## src/rtl/fios_res_collector.sv

```systemverilog
// fios_res_collector: word-serial result collector and final-reduction stage.
// Collects s result words from the FIOS multiplier, LSW first, and assembles R.
// If FIOS_FINAL_SUB_EN is defined, it then computes R - p one word per cycle
// and outputs D when R >= p, or R when R < p.
// If FIOS_FINAL_SUB_EN is undefined, it outputs R unreduced and p_i is unused.
// The reduced result is presented with a valid/ready handshake.
module fios_res_collector #(
  parameter int s = 8,
  parameter int W = 17
) (
  input  logic             clock_i,
  input  logic             reset_i,
  input  logic             res_valid_i,
  input  logic [W-1:0]     res_i,
  input  logic [s*W-1:0]   p_i,
  output logic             busy_o,
  output logic [s*W-1:0]   result_o,
  output logic             result_valid_o,
  input  logic             result_ready_i,
  output logic             overflow_o
);

  localparam int CW = (s > 1) ? $clog2(s) : 1;
  localparam logic [CW-1:0] ZERO_CNT  = {CW{1'b0}};
  localparam logic [CW-1:0] ONE_CNT   = CW'(1);
  localparam logic [CW-1:0] LAST_CNT  = CW'(s - 1);
  // Counter value after word 0 is captured; wraps to 0 for a single-word result.
  localparam logic [CW-1:0] FIRST_CNT = (s == 1) ? ZERO_CNT : ONE_CNT;

  typedef enum logic [1:0] {
    IDLE    = 2'd0,
    COLLECT = 2'd1,
    SUB     = 2'd2,
    OUT     = 2'd3
  } state_t;

`ifdef FIOS_FINAL_SUB_EN
  localparam state_t AFTER_COLLECT = SUB;
`else
  localparam state_t AFTER_COLLECT = OUT;
`endif

  state_t           state_q, state_d;
  logic [CW-1:0]    cnt_q, cnt_d;
  logic             borrow_q, borrow_d;
  logic [s*W-1:0]   result_q, result_d;
  logic             valid_q, valid_d;
  logic             overflow_q, overflow_d;
  logic             busy_q, busy_d;
  logic [s*W-1:0]   r_q, r_d;
  logic             wr_en_s;
  logic [CW-1:0]    wr_idx_s;
  logic [s*W-1:0]   sel_s;

`ifdef FIOS_FINAL_SUB_EN
  logic [s*W-1:0]   d_q, d_d;
  logic             sub_en_s;
  logic [W-1:0]     r_k_s;
  logic [W-1:0]     p_k_s;
  logic [W:0]       diff_s;

  // One word of R - p - borrow. Bit W of the result is the outgoing borrow.
  always_comb begin
    r_k_s  = r_q[cnt_q*W +: W];
    p_k_s  = p_i[cnt_q*W +: W];
    diff_s = {1'b0, r_k_s} - {1'b0, p_k_s} - {{W{1'b0}}, borrow_q};
  end

  // Final select: a clear borrow means R >= p, so the difference is the result.
  always_comb begin
    if (borrow_q) begin
      sel_s = r_q;
    end else begin
      sel_s = d_q;
    end
  end

  // Difference bank write, one word per SUB cycle.
  always_comb begin
    d_d = d_q;
    if (sub_en_s) begin
      d_d[cnt_q*W +: W] = diff_s[W-1:0];
    end else begin
      d_d = d_q;
    end
  end

  // Difference bank storage. It needs no reset because it is rewritten before use.
  always_ff @(posedge clock_i) begin
    d_q <= d_d;
  end
`else
  logic unused_p_s;
  assign unused_p_s = ^p_i;

  // Without final subtraction, the raw R, which is in [0, 2p), is the result.
  always_comb begin
    sel_s = r_q;
  end
`endif

  // State and control registers, with synchronous reset.
  always_ff @(posedge clock_i) begin
    if (reset_i) begin
      state_q    <= IDLE;
      cnt_q      <= ZERO_CNT;
      borrow_q   <= 1'b0;
      result_q   <= {(s*W){1'b0}};
      valid_q    <= 1'b0;
      overflow_q <= 1'b0;
      busy_q     <= 1'b0;
    end else begin
      state_q    <= state_d;
      cnt_q      <= cnt_d;
      borrow_q   <= borrow_d;
      result_q   <= result_d;
      valid_q    <= valid_d;
      overflow_q <= overflow_d;
      busy_q     <= busy_d;
    end
  end

  // Next-state logic.
  always_comb begin
    state_d = state_q;
    case (state_q)
      IDLE: begin
        if (res_valid_i) begin
          if (s == 1) begin
            state_d = AFTER_COLLECT;
          end else begin
            state_d = COLLECT;
          end
        end else begin
          state_d = IDLE;
        end
      end
      COLLECT: begin
        if (res_valid_i && (cnt_q == LAST_CNT)) begin
          state_d = AFTER_COLLECT;
        end else begin
          state_d = COLLECT;
        end
      end
      SUB: begin
        if (cnt_q == LAST_CNT) begin
          state_d = OUT;
        end else begin
          state_d = SUB;
        end
      end
      OUT: begin
        if (valid_q && result_ready_i) begin
          if (!res_valid_i) begin
            state_d = IDLE;
          end else if (s == 1) begin
            state_d = AFTER_COLLECT;
          end else begin
            state_d = COLLECT;
          end
        end else begin
          state_d = OUT;
        end
      end
      default: state_d = IDLE;
    endcase
  end

  // Datapath and output next values. The first OUT cycle loads the selected result.
  always_comb begin
    cnt_d      = cnt_q;
    borrow_d   = borrow_q;
    result_d   = result_q;
    valid_d    = valid_q;
    overflow_d = overflow_q;
    wr_en_s    = 1'b0;
    wr_idx_s   = cnt_q;
`ifdef FIOS_FINAL_SUB_EN
    sub_en_s   = 1'b0;
`endif
    case (state_q)
      IDLE: begin
        if (res_valid_i) begin
          wr_en_s  = 1'b1;
          wr_idx_s = ZERO_CNT;
          cnt_d    = FIRST_CNT;
          borrow_d = 1'b0;
        end else begin
          cnt_d    = cnt_q;
        end
      end
      COLLECT: begin
        if (res_valid_i) begin
          wr_en_s  = 1'b1;
          wr_idx_s = cnt_q;
          if (cnt_q == LAST_CNT) begin
            cnt_d    = ZERO_CNT;
            borrow_d = 1'b0;
          end else begin
            cnt_d    = cnt_q + ONE_CNT;
          end
        end else begin
          cnt_d = cnt_q;
        end
      end
      SUB: begin
`ifdef FIOS_FINAL_SUB_EN
        sub_en_s = 1'b1;
        borrow_d = diff_s[W];
`endif
        if (cnt_q == LAST_CNT) begin
          cnt_d = ZERO_CNT;
        end else begin
          cnt_d = cnt_q + ONE_CNT;
        end
        overflow_d = overflow_q | res_valid_i;
      end
      OUT: begin
        if (!valid_q) begin
          valid_d    = 1'b1;
          result_d   = sel_s;
          overflow_d = overflow_q | res_valid_i;
        end else if (result_ready_i) begin
          valid_d = 1'b0;
          if (res_valid_i) begin
            wr_en_s  = 1'b1;
            wr_idx_s = ZERO_CNT;
            cnt_d    = FIRST_CNT;
            borrow_d = 1'b0;
          end else begin
            cnt_d    = cnt_q;
          end
        end else begin
          overflow_d = overflow_q | res_valid_i;
        end
      end
      default: begin
        cnt_d = ZERO_CNT;
      end
    endcase
  end

  // busy_o is registered and tracks the state being entered.
  always_comb begin
    busy_d = (state_d != IDLE);
  end

  // Result word capture into the R bank.
  always_comb begin
    r_d = r_q;
    if (wr_en_s) begin
      r_d[wr_idx_s*W +: W] = res_i;
    end else begin
      r_d = r_q;
    end
  end

  // R bank storage. Stale words are always overwritten by a full new stream.
  always_ff @(posedge clock_i) begin
    r_q <= r_d;
  end

  assign busy_o         = busy_q;
  assign result_o       = result_q;
  assign result_valid_o = valid_q;
  assign overflow_o     = overflow_q;

endmodule

```

## config.mk

```make
export PLATFORM = sky130hd
export DESIGN_NAME = fios_res_collector
export DESIGN_NICKNAME = d
export VERILOG_FILES = /design/src/rtl/fios_res_collector.sv
export SDC_FILE = /design/constraint.sdc
export NUM_CORES = 1
export LEC_CHECK = 0
export BUFFER_PORTS_ARGS = -buffer_cell sky130_fd_sc_hd__buf_2
export CAP_MARGIN = 20
export CORE_MARGIN = 5
export CORE_UTILIZATION = 45
export CTS_CLUSTER_DIAMETER = 50
export CTS_CLUSTER_SIZE = 20
export DETAILED_ROUTE_END_ITERATION = 7
export PLACE_DENSITY = 0.83
export SYNTH_ARGS = -nofsm -noshare
export SYNTH_HDL_FRONTEND = slang
export SYNTH_SLANG_ARGS = --single-unit
```

## constraint.sdc

```tcl
create_clock -name clock_i -period 3.27 [get_ports clock_i]
set_clock_uncertainty 0.05 [all_clocks]
set_input_delay 0.327 -clock clock_i [delete_from_list [all_inputs] [get_ports clock_i]]
set_output_delay 0.327 -clock clock_i [all_outputs]
set_load 0.03 [all_outputs]
```

== Word level (Yosys, flattened, before mapping) ==
Index checks and enable logic that the tools add are counted.

* Output and inout bits: 139
* Bits in registers: 280
* Word-level logic and storage cells: 56

* Multiply operators: 1
* Shift-type cells: 2
* Eq/ne operators: 8
* Add/sub/neg operators: 2
* Reduce and logical (&&, ||, !) cells: 9
* Bitwise logic cells: 2
* Muxes and demuxes: 25

{| class="wikitable"
|+ Operator list
! operator !! number
|-
| bitwise mux 136 bit || 1
|-
| variable shift 17 x 34 -> 136 bit (first input constant) || 1
|-
| indexed part select 17 x 34 -> 136 bit || 1
|-
| negation 8 -> 34 bit || 1
|-
| two-way mux 3 bit || 8
|-
| case mux 3 bit (4 select lines) || 1
|-
| two-way mux 1 bit || 9
|-
| multiplier 3 x 5 -> 8 bit (second input constant) || 1
|-
| case mux 2 bit (4 select lines) || 1
|-
| inequality test 2 bit (second input constant) || 3
|-
| case mux 3 bit (2 select lines) || 1
|-
| == test 2 bit (second input constant) || 2
|-
| two-way mux 2 bit || 2
|-
| case mux 1 bit (2 select lines) || 2
|-
| AND reduction 2 bit || 2
|-
| nonzero test 2 bit || 2
|-
| adder 3 x 1 -> 3 bit (second input constant) || 1
|-
| == test 3 bit (second input constant) || 1
|-
| inequality test 3 bit (second input constant) || 1
|-
| AND reduction 3 bit || 1
|-
| == test 2 x 1 -> 1 bit (second input constant) || 1
|-
| logical AND 1 bit || 2
|-
| logical NOT 2 bit || 1
|-
| OR reduction 2 bit || 1
|-
| 2 further kinds || 2
|}

== Logic depth before layout (Yosys ltp) ==
* Depth in word-level cells: 8
* Depth in mapped cells: 12
* Mapped depth without buffers: 10

== Worst setup path before layout ==
No wires, ideal clock.

* Kind: flip-flop to flip-flop
* Start point: register state_q[0]
* End point: register r_q[102] (enable)
* Library setup time: 375 ps
* Buffers on the path: 1
* Path slack: -45 ps
* Stages on the path, launching flop included: 12
* Data arrival time: 2890 ps
* Cell sequence: dfxtp_1 -> inv_1 -> ha_1 -> or2_4 -> o21ai_4 -> nand2b_1 -> ha_1 -> buf_2 -> nand2_1 -> mux2_2 -> nor4_4 -> and3_1

* Word-level cells in the longest chain between the ends: 3

{| class="wikitable"
|+ RTL lines
! element !! RTL line !! RTL
|-
| start: declaration || 43 || <nowiki>state_t state_q, state_d;</nowiki>
|-
| start signal: assignment || 113 || <nowiki>state_q <= state_d;</nowiki>
|-
| == test 2 x 1 -> 1 bit / logical NOT 2 bit (equally long branches) || 181 || <nowiki>case (state_q)</nowiki>
|-
| OR reduction 2 bit (no line) || -- ||
|-
| case mux 1 bit (2 select lines) (*) || 181 ||
|-
| end signal: assignment || 260 || <nowiki>r_q <= r_d;</nowiki>
|-
| end: declaration || 50 || <nowiki>logic [s*W-1:0] r_q, r_d;</nowiki>
|}

Mark *: on every way between the ends. The rest lies on a longest branch, timed or not.
A chain may end at the register's enable or synchronous reset.

== Final worst setup path ==
* Start point: register state_q[0]
* End point: register r_q[8] (enable)

Same word-level chain as after synthesis.

==> results.cfg <==
[outcome]
status = completed

[grt]
grt_use_met2_pct = 33.4
antenna_found_initial = 6
grt_remaining_overflow = 0
grt_pass1_wl_um = 40500
grt_usage_pct = 19.8
busiest_layer = met2
grt_pass1_vias = 7302
met1_usage_pct = 25.3
grt_util_met3_pct = 4.26
grt_max_degree = 77

[drt]
vias = 7320
drc = 0
ant_nets = 0
drt-total-wl_um = 26500
dr.pass1.iters = 5
routedWlPerCell_um = 18.6
viasPerCell = 5.15
drtIter0Drc = 477

[timing]
tightestPinTransition_ns = 0.757
setup_viol_count_final = 0
post-route-min-period_ns = 3.08
rsz0062_at_grt = false
min_period_over_period_pct = 94.3
setup_ws_ns = 0.186
max_slew_margin_pct = 49.5
max_clock_freq_mhz = 324
whs_ns = 0.120
finalHoldViolCount = 0
finalMaxSlewViolations = 0
setup_tns_ns = 0

[cts]
clk_pin_slew_ns = 0.07
holdBufCountCts = 0
clk_latency_ns = 0.53
cts_resized = 0
tritoncts = built
cts_setup_buffers = 0
cts_sinks = 280
cts_buffers = 26
root_buffer = clkbuf_16
htree_num_levels = 1
clk_path_buf_depth = 3

[synthesis]
ys_ff_latch = 280
synth_area_leaders = edfxtp_1 39%, dfxtp_1 28%, nand2_1 10%
synth_cell_types = 41
yosys_warnings = 0
synth_top_area_share_pct = 39.2
syn_area_um2 = 10400
synth_top_cell_by_area = edfxtp_1
seq_area_frac_synth_pct = 66.9
avgSynthCellArea_um2 = 10.8
netlist_instances = 963
syn-num-nets = 1128

[cells_and_area]
fin_cells = 1422
seqCellArea_um2 = 6970
syn_to_final_growth_pct = 20.0
layout-drive-gt1-share_pct = 22.0
fillerInstances = 1927
final_util_pct = 55.0
design_area_um2 = 12500
multi_input_area_um2 = 3190
final_cell_mix = 279 x nand2_1, 158 x buf_2, 144 x dfxtp_1
final_common_cell = nand2_1
final_net_count = 1279

[floorplanning]
die-height_um = 162
core_um2 = 22700
io_pins = 296
start_util_pct = 45.8
die_w_um = 162
placementRows = 55
die_area_um2 = 26300

[setup_path]
cp-start-kind = flip-flop
worst_ep_arrival_time_ns = 3.27
crit_path_end_kind = flip-flop
cp.required_ns = 3.45
crit_fanout = 18
critPathKind = reg2reg

[placement]
place_hpwl_um = 16100
place_area_um2 = 11600
io_buffer_count = 159
dp_cells = 1371
pre_cts_ws_ns = 0.190
gp_congestion = 0.882

[pwr]
total_leakage_power_nw = 4.72
max-vdd-ir-drop_v = 0.000580
p_per_area_nw_per_um2 = 574
finalPower_mw = 7.16

[min_path]
hold_class = in2reg

[flow_run]
cap_viol_max_count = 0
[cell usage after synthesis, drive strengths merged]
library cell	instances
and4	1
ha	8
clkbuf	37
a21bo	1
nor4	5
mux2i	3
o21a	1
nand4	1
inv	5
xor2	2
nor2b	4
or2b	1
a311oi	3
nand4b	1
o211a	1
xnor2	1
mux2	1
o21ai	5
o211ai	3
and2	134
a21oi	138
edfxtp	136
dfxtp	144
nor3b	1
nand3	4
nor2	15
nor3	1
or2	1
and3	4
nand2b	2
buf	20
nand2	279
[final timing paths]
path | start | end | slack, ns | cells after the start
max | state_q[0] | r_q[8] | 0.19 | 10
min | res_valid_i | state_q[1] | 0.12 | 3
max reg2reg | state_q[0] | r_q[8] | 0.19 | 10
min reg2reg | result_o[94] | result_o[94] | 0.40 | 2
[critical path, stage by stage, from the launching register on]
cell and delay [ns]:
dfxtp_1 0.38, inv_1 0.08, ha_1 0.35, nand4b_2 0.32, o21ai_4 0.13, nand2b_1 0.18
ha_2 0.33, inv_1 0.23, o211a_4 0.32, and3_1 0.23, buf_12 0.17
[sequential cells by signal, indices dropped and copies added, names as in the netlist]
signal	flops
result_valid_o	1
cnt_q	3
state_q	2
result_o	136
overflow_o	1
busy_o	1
r_q	136
[cell type report]
| cell class | instances | share of cell area [%] |
|---|---|---|
| clock buffers | 29 | 5.72 |
| flip-flops and latches | 280 | 55.8 |
| multi-input cells | 621 | 25.5 |
| diodes | 3 | 0.0601 |
| inverters | 5 | 0.150 |
| well taps | 285 | 2.86 |
| repair buffers | 180 | 8.26 |
| clock inverters | 19 | 1.63 |
[cells by family after synthesis]
group,Yosys count,synth area share [%]
adder cells (fa/ha/maj),8,0.962
AO/OA/AOI/OAI,152,7.89
buffers and inverters,62,2.67
multiplexers,4,0.397
AND/OR/NAND/NOR,454,20.9
XOR/XNOR,3,0.253
flip-flops,280,66.9
[power breakdown]
group / internal [mW] / leakage, nW / total [mW] / switching [mW]
combinational: 0.0833 / 1.89 / 0.274 / 0.191
clock: 1.73 / 0.453 / 3.16 / 1.43
sequential: 3.71 / 2.37 / 3.72 / 0.0185
[routing by layer]
layer	wire [um]	part of all wire, %
met1	10700	41
met2	12800	48
met3	2020	7.6
met4	885	3.3
met5	20	0.076
Power figures use the tool's default switching activity.
